===== config.mk =====
export PLATFORM = sky130hd
export DESIGN_NAME = window_sum_5x5
export DESIGN_NICKNAME = d
export VERILOG_FILES = /design/src/rtl/optical_flow_pkg.sv /design/src/rtl/window_sum_5x5.sv
export SDC_FILE = /design/constraint.sdc
export NUM_CORES = 1
export LEC_CHECK = 0
export CAP_MARGIN = 30
export CORE_ASPECT_RATIO = 1.75
export CORE_MARGIN = 2
export CORE_UTILIZATION = 57
export DETAILED_ROUTE_END_ITERATION = 7
export PLACE_DENSITY = 0.89
export SKIP_CTS_REPAIR_TIMING = 1
export SYNTH_ARGS = -nofsm -noshare
export SYNTH_HDL_FRONTEND = slang
export SYNTH_SLANG_ARGS = --single-unit

===== constraint.sdc =====
create_clock -name clk -period 16 [get_ports clk]
set_clock_uncertainty 0.1 [all_clocks]
set_input_delay 4.8 -clock clk [delete_from_list [all_inputs] [get_ports clk]]
set_output_delay 4.8 -clock clk [all_outputs]
set_load 0.02 [all_outputs]

===== src/rtl/optical_flow_pkg.sv =====
// Shared constants and helpers for the optical-flow filter blocks.
// Holds the binomial smoothing taps and the accumulator sizing rule.
// Pure declarations: no logic, no state.
package optical_flow_pkg;

   // 1-4-6-4-1 binomial taps; the separable 5x5 product totals 256.
   localparam int unsigned BINOM_W [5] = '{1, 4, 6, 4, 1};

   // Accumulator width for a 5x5 weighted sum: 8 guard bits cover a gain of 256.
   function automatic int acc_width(input int data_width);
      return data_width + 8;
   endfunction

endpackage


===== src/rtl/window_sum_5x5.sv =====
// Purpose: 5x5 window sum (box, or binomial when WINDOW_SUM_WEIGHT_EN is defined), shift, saturate, tag position.
// Latency: 3 cycles window_valid -> sum_valid (row sums, total, shift+clip), one window per cycle.
// Backpressure: none; invalid cycles travel as bubbles and outputs hold between valid results.
module window_sum_5x5
   import optical_flow_pkg::*;
#(
   parameter int WIDTH      = 320,
   parameter int HEIGHT     = 240,
   parameter int DATA_WIDTH = 12,
   parameter int OUT_WIDTH  = 16,
   parameter int SHIFT      = 0
)(
   input  logic                          clk,
   input  logic                          rst,
   input  logic signed [DATA_WIDTH-1:0]  window [5][5],
   input  logic                          window_valid,
   output logic signed [OUT_WIDTH-1:0]   sum_out,
   output logic                          sum_valid,
   output logic                          sat,
   output logic [$clog2(WIDTH)-1:0]      out_col,
   output logic [$clog2(HEIGHT)-1:0]     out_row,
   output logic                          sof,
   output logic                          eol,
   output logic                          eof
);

   localparam int ACC_W = acc_width(DATA_WIDTH);
   localparam int EXT_W = ((ACC_W > OUT_WIDTH) ? ACC_W : OUT_WIDTH) + 1;
   localparam int CW    = $clog2(WIDTH);
   localparam int RW    = $clog2(HEIGHT);

   localparam logic [CW-1:0] LAST_COL = CW'(WIDTH - 5);
   localparam logic [RW-1:0] LAST_ROW = RW'(HEIGHT - 5);

   typedef logic signed [ACC_W-1:0] acc_t;
   typedef logic signed [EXT_W-1:0] ext_t;

   localparam ext_t SAT_MAX = ext_t'((64'sd1 <<< (OUT_WIDTH - 1)) - 64'sd1);
   localparam ext_t SAT_MIN = ext_t'(-(64'sd1 <<< (OUT_WIDTH - 1)));

`ifdef WINDOW_SUM_WEIGHT_EN
   localparam int unsigned TAP_W [5] = BINOM_W;
`else
   localparam int unsigned TAP_W [5] = '{1, 1, 1, 1, 1};
`endif

   // Multiply by one of the tap values {1,4,6} with shifts and adds only.
   // Row taps are applied to the column-weighted row sum, so the 2-D weights
   // w[r]*w[c] come out without any multiplier.
   function automatic acc_t scale(input acc_t x, input int unsigned w);
      case (w)
         32'd4:   return x <<< 2;
         32'd6:   return (x <<< 2) + (x <<< 1);
         default: return x;
      endcase
   endfunction

   // Stage registers
   acc_t  row_d [5];
   acc_t  row_q [5];
   acc_t  total_d;
   acc_t  total_q;
   logic  v1;
   logic  v2;
   ext_t  shifted;
   logic  [OUT_WIDTH-1:0] clip_d;
   logic  clip_sat;
   logic  [CW-1:0] col_cnt;
   logic  [RW-1:0] row_cnt;

   // S1 combinational: column-weighted sum of each row, then row weight.
   always_comb begin
      for (int r = 0; r < 5; r++) begin
         row_d[r] = '0;
         for (int c = 0; c < 5; c++) begin
            row_d[r] = row_d[r] + scale(acc_t'(window[r][c]), TAP_W[c]);
         end
         row_d[r] = scale(row_d[r], TAP_W[r]);
      end
   end

   // S1/S2 datapath: no reset needed, the valid pipe qualifies the data.
   always_ff @(posedge clk) begin
      row_q   <= row_d;
      total_q <= total_d;
   end

   // S2 combinational: add the five row sums.
   always_comb begin
      total_d = '0;
      for (int r = 0; r < 5; r++) begin
         total_d = total_d + row_q[r];
      end
   end

   // Valid shift register; reset flushes anything in flight.
   always_ff @(posedge clk) begin
      if (rst) begin
         v1 <= 1'b0;
         v2 <= 1'b0;
      end else begin
         v1 <= window_valid;
         v2 <= v1;
      end
   end

   // S3 combinational: arithmetic shift (floors) then clip to the output range.
   always_comb begin
      shifted  = ext_t'(total_q) >>> SHIFT;
      clip_sat = 1'b0;
      clip_d   = shifted[OUT_WIDTH-1:0];
      if (shifted > SAT_MAX) begin
         clip_d   = SAT_MAX[OUT_WIDTH-1:0];
         clip_sat = 1'b1;
      end else if (shifted < SAT_MIN) begin
         clip_d   = SAT_MIN[OUT_WIDTH-1:0];
         clip_sat = 1'b1;
      end
   end

   // S3 registers: result, flags and position; everything holds on bubbles.
   // col_cnt/row_cnt track the position the next valid result will carry.
   always_ff @(posedge clk) begin
      if (rst) begin
         sum_valid <= 1'b0;
         sum_out   <= '0;
         sat       <= 1'b0;
         sof       <= 1'b0;
         eol       <= 1'b0;
         eof       <= 1'b0;
         out_col   <= '0;
         out_row   <= '0;
         col_cnt   <= '0;
         row_cnt   <= '0;
      end else begin
         sum_valid <= v2;
         if (v2) begin
            sum_out <= clip_d;
            sat     <= clip_sat;
            out_col <= col_cnt;
            out_row <= row_cnt;
            sof     <= (col_cnt == '0) && (row_cnt == '0);
            eol     <= (col_cnt == LAST_COL);
            eof     <= (col_cnt == LAST_COL) && (row_cnt == LAST_ROW);
            if (col_cnt == LAST_COL) begin
               col_cnt <= '0;
               row_cnt <= (row_cnt == LAST_ROW) ? '0 : row_cnt + RW'(1);
            end else begin
               col_cnt <= col_cnt + CW'(1);
            end
         end
      end
   end

endmodule


==> key figures <==
Outcome
  • Status: finished clean

CTS
  • CTS Buf Count: 17
  • Clock latency on the worst-skew pair: 0.43 ns
  • Clock Sinks: 157
  • H-tree depth: 4
  • Root Driver: clkbuf_16
  • CTS max path bufs: 2
  • TritonCTS clock tree: yes
  • Clock-pin slew of the registers on the worst-case setup and hold paths: 0.07 ns

Floorplanning
  • Core Area: 26600 um2
  • Die footprint: 28300 um2
  • Rows: 79
  • Starting Density: 0.578
  • Die width: 128 um
  • Chip height: 221 um
  • I/O pin count: 341

Placement
  • Post-Place Worst Slack: 6.93 ns
  • Detail Placement HPWL: 31400 um
  • Port Buffers: 340
  • Gpl congestion: 0.914

Logic synthesis
  • Synth unique cells: 61
  • Most common cell in the netlist: inv_1
  • Area leader, netlist: fa_1
  • Post-Synthesis Cells: 1748
  • Post-synth top area share: 0.313
  • Syn_nets: 2395
  • Commonest cells in the netlist: inv_1, fa_1, dfxtp_1
  • Post-Syn Area: 15400 um2
  • Async SR Flop Fraction: 0
  • Sequential area share after synthesis: 0.205
  • Synth warn: 0
  • Synth area leaders: fa_1, dfxtp_1, inv_1
  • Avg Cell Area, Syn: 8.79 um2
  • Post-synth EDFFs: 0
  • Synthesized flop and latch total: 157
  • Predominant post-synthesis flop cell: dfxtp_1

Global route
  • First-pass GRT wire length: 60100 um
  • Largest net degree at the start of global routing: 49
  • GRT overflow: 0
  • Vias in the first global route: 13400
  • Global-route usage over all layers: 0.269
  • Initial antenna violation count: 1

Drt
  • Drt total wl: 36000 um
  • ANT nets after route: 0
  • DR pass1 iterations: 6
  • DR vias: 12100
  • Post-route DRC: 0
  • Vias per cell: 5.00
  • Initial drt markers: 469
  • Drt wl/cell: 14.8 um

Hold path
  • HP Class: reg2reg

Setup path
  • Reg2reg setup slack: 11.72 ns
  • Maximum net fanout on the critical path: 3
  • Worst Path Required: 16.28 ns
  • WS Path Type: in2reg
  • CP Capture Type: flop
  • Setup crit start kind: input port
  • Crit path DAT: 8.92 ns

Cells and area
  • Area Growth Syn to Fin: 28.3%
  • Fin nets: 2736
  • Share of cells above drive strength 1: 0.0214
  • Flip-flop and latch area: 3140 um2
  • Multi-input gate area: 9650 um2
  • Fill cells: 1863

Timing
  • Min cycle time layout: 8.65 ns
  • Max Clk Rate: 116 MHz
  • Final hold violation count: 0
  • Slew HR: 0.271
  • RSZ-0062 raised after global routing: no
  • Final Setup Violations: 0
  • Slack of the critical path: 7.35 ns
  • Slew Viols, Final: 0
  • Final setup TNS: 0 ns
  • Tcrit/Tclk final: 0.540
  • Worst slew pin tran: 1.09 ns

Flow run
  • MaxCap Viol Count: 0
## state kept, by name (all words and copies together) (netlist names)
name       count
sum_out       16
total_q       20
row_q         80
v1             1
sat            1
sof            1
out_col        9
eof            1
sum_valid      1
out_row        8
row_cnt        8
eol            1
col_cnt        9
v2             1
## path summary, 6_finish.rpt
kind | depth (start not counted) | from | endpoint
worst max-delay path | 14 | window[241] | row_q[95]
worst min-delay path | 1 | v1 | v2
worst max register to register | 13 | row_q[1] | total_q[17]
worst min register to register | 1 | v1 | v2
## layer usage
metal / share of wire / vias to the layer above / wire (um) / global-route usage
met2: 0.58 / 332 / 20900 / 0.531
met3: 0.028 / 131 / 1010 / 0.0288
li1: - / 5812 / - / -
met4: 0.062 / 0 / 2240 / 0.158
met1: 0.33 / 5856 / 11800 / 0.261
met5: 0 / - / 0 / 0
## kinds of logic (layout without fill, tap and decap cells)
kind of cell,count (synthesis),after routing,synth area share
other,0,1,0
AOI/OAI and AO/OA,230,230,0.0936
buffers and inverters,683,1037,0.168
adders and majority gates,344,344,0.397
xor gates and xnor gates,83,83,0.0473
muxes,21,21,0.0137
and+or+nand+nor,230,230,0.0759
DFF,157,157,0.205
## critical path, cell delays in order
cell and delay, ns:
clkdlybuf4s50_1 0.47, inv_1 0.06, fa_1 0.56, fa_1 0.43
fa_1 0.49, inv_1 0.04, ha_1 0.22, fa_1 0.49
a211o_1 0.34, a21o_1 0.18, or4b_1 0.16, o21ai_0 0.12
o41ai_2 0.30, o221a_2 0.26
## layout make-up
cell class	instances	area share
clock inverter	14	0.00863
clock buffer	18	0.0223
multi-input combinational	908	0.489
sequential	157	0.160
timing repair buffer	341	0.173
antenna	1	0.000127
tap	324	0.0206
inverter	664	0.126
## through the flow
stage	std cells	utilization	hold WS, ns	cell area (um2)
2_1_floorplan	1748	-	0.314	15400
3_3_place_gp	2394	0.718	0.332	19100
3_5_place_dp	2394	0.718	0.340	19100
4_1_cts	2426	0.741	0.353	19700
5_1_grt	2427	0.741	0.361	19700
6_report	2427	0.741	0.350	19700
## placed cells by master, fill, tap and decap left out, types with 6 or more instances in the layout
cell type / synthesis / layout
a21oi_1: 80 / 80
nand4_1: 11 / 11
mux2i_1: 21 / 21
nand3_1: 12 / 12
a211oi_1: 13 / 13
a21o_1: 30 / 30
inv_1: 664 / 664
dfxtp_1: 157 / 156
nor3_1: 15 / 15
and2_1: 6 / 6
xnor2_1: 57 / 57
nand2_1: 43 / 43
o211ai_1: 6 / 6
nor2b_1: 14 / 14
clkbuf_16: 0 / 17
xor2_1: 26 / 26
and3_1: 12 / 12
ha_1: 104 / 104
o21ai_0: 52 / 52
nor2_1: 68 / 68
nand2b_1: 23 / 23
clkdlybuf4s50_1: 0 / 340
fa_1: 240 / 240
o21bai_1: 9 / 9
Power is left out: the tool's default activity adds up to more than one toggle a clock period on the data nets, which glitch-free logic cannot reach.
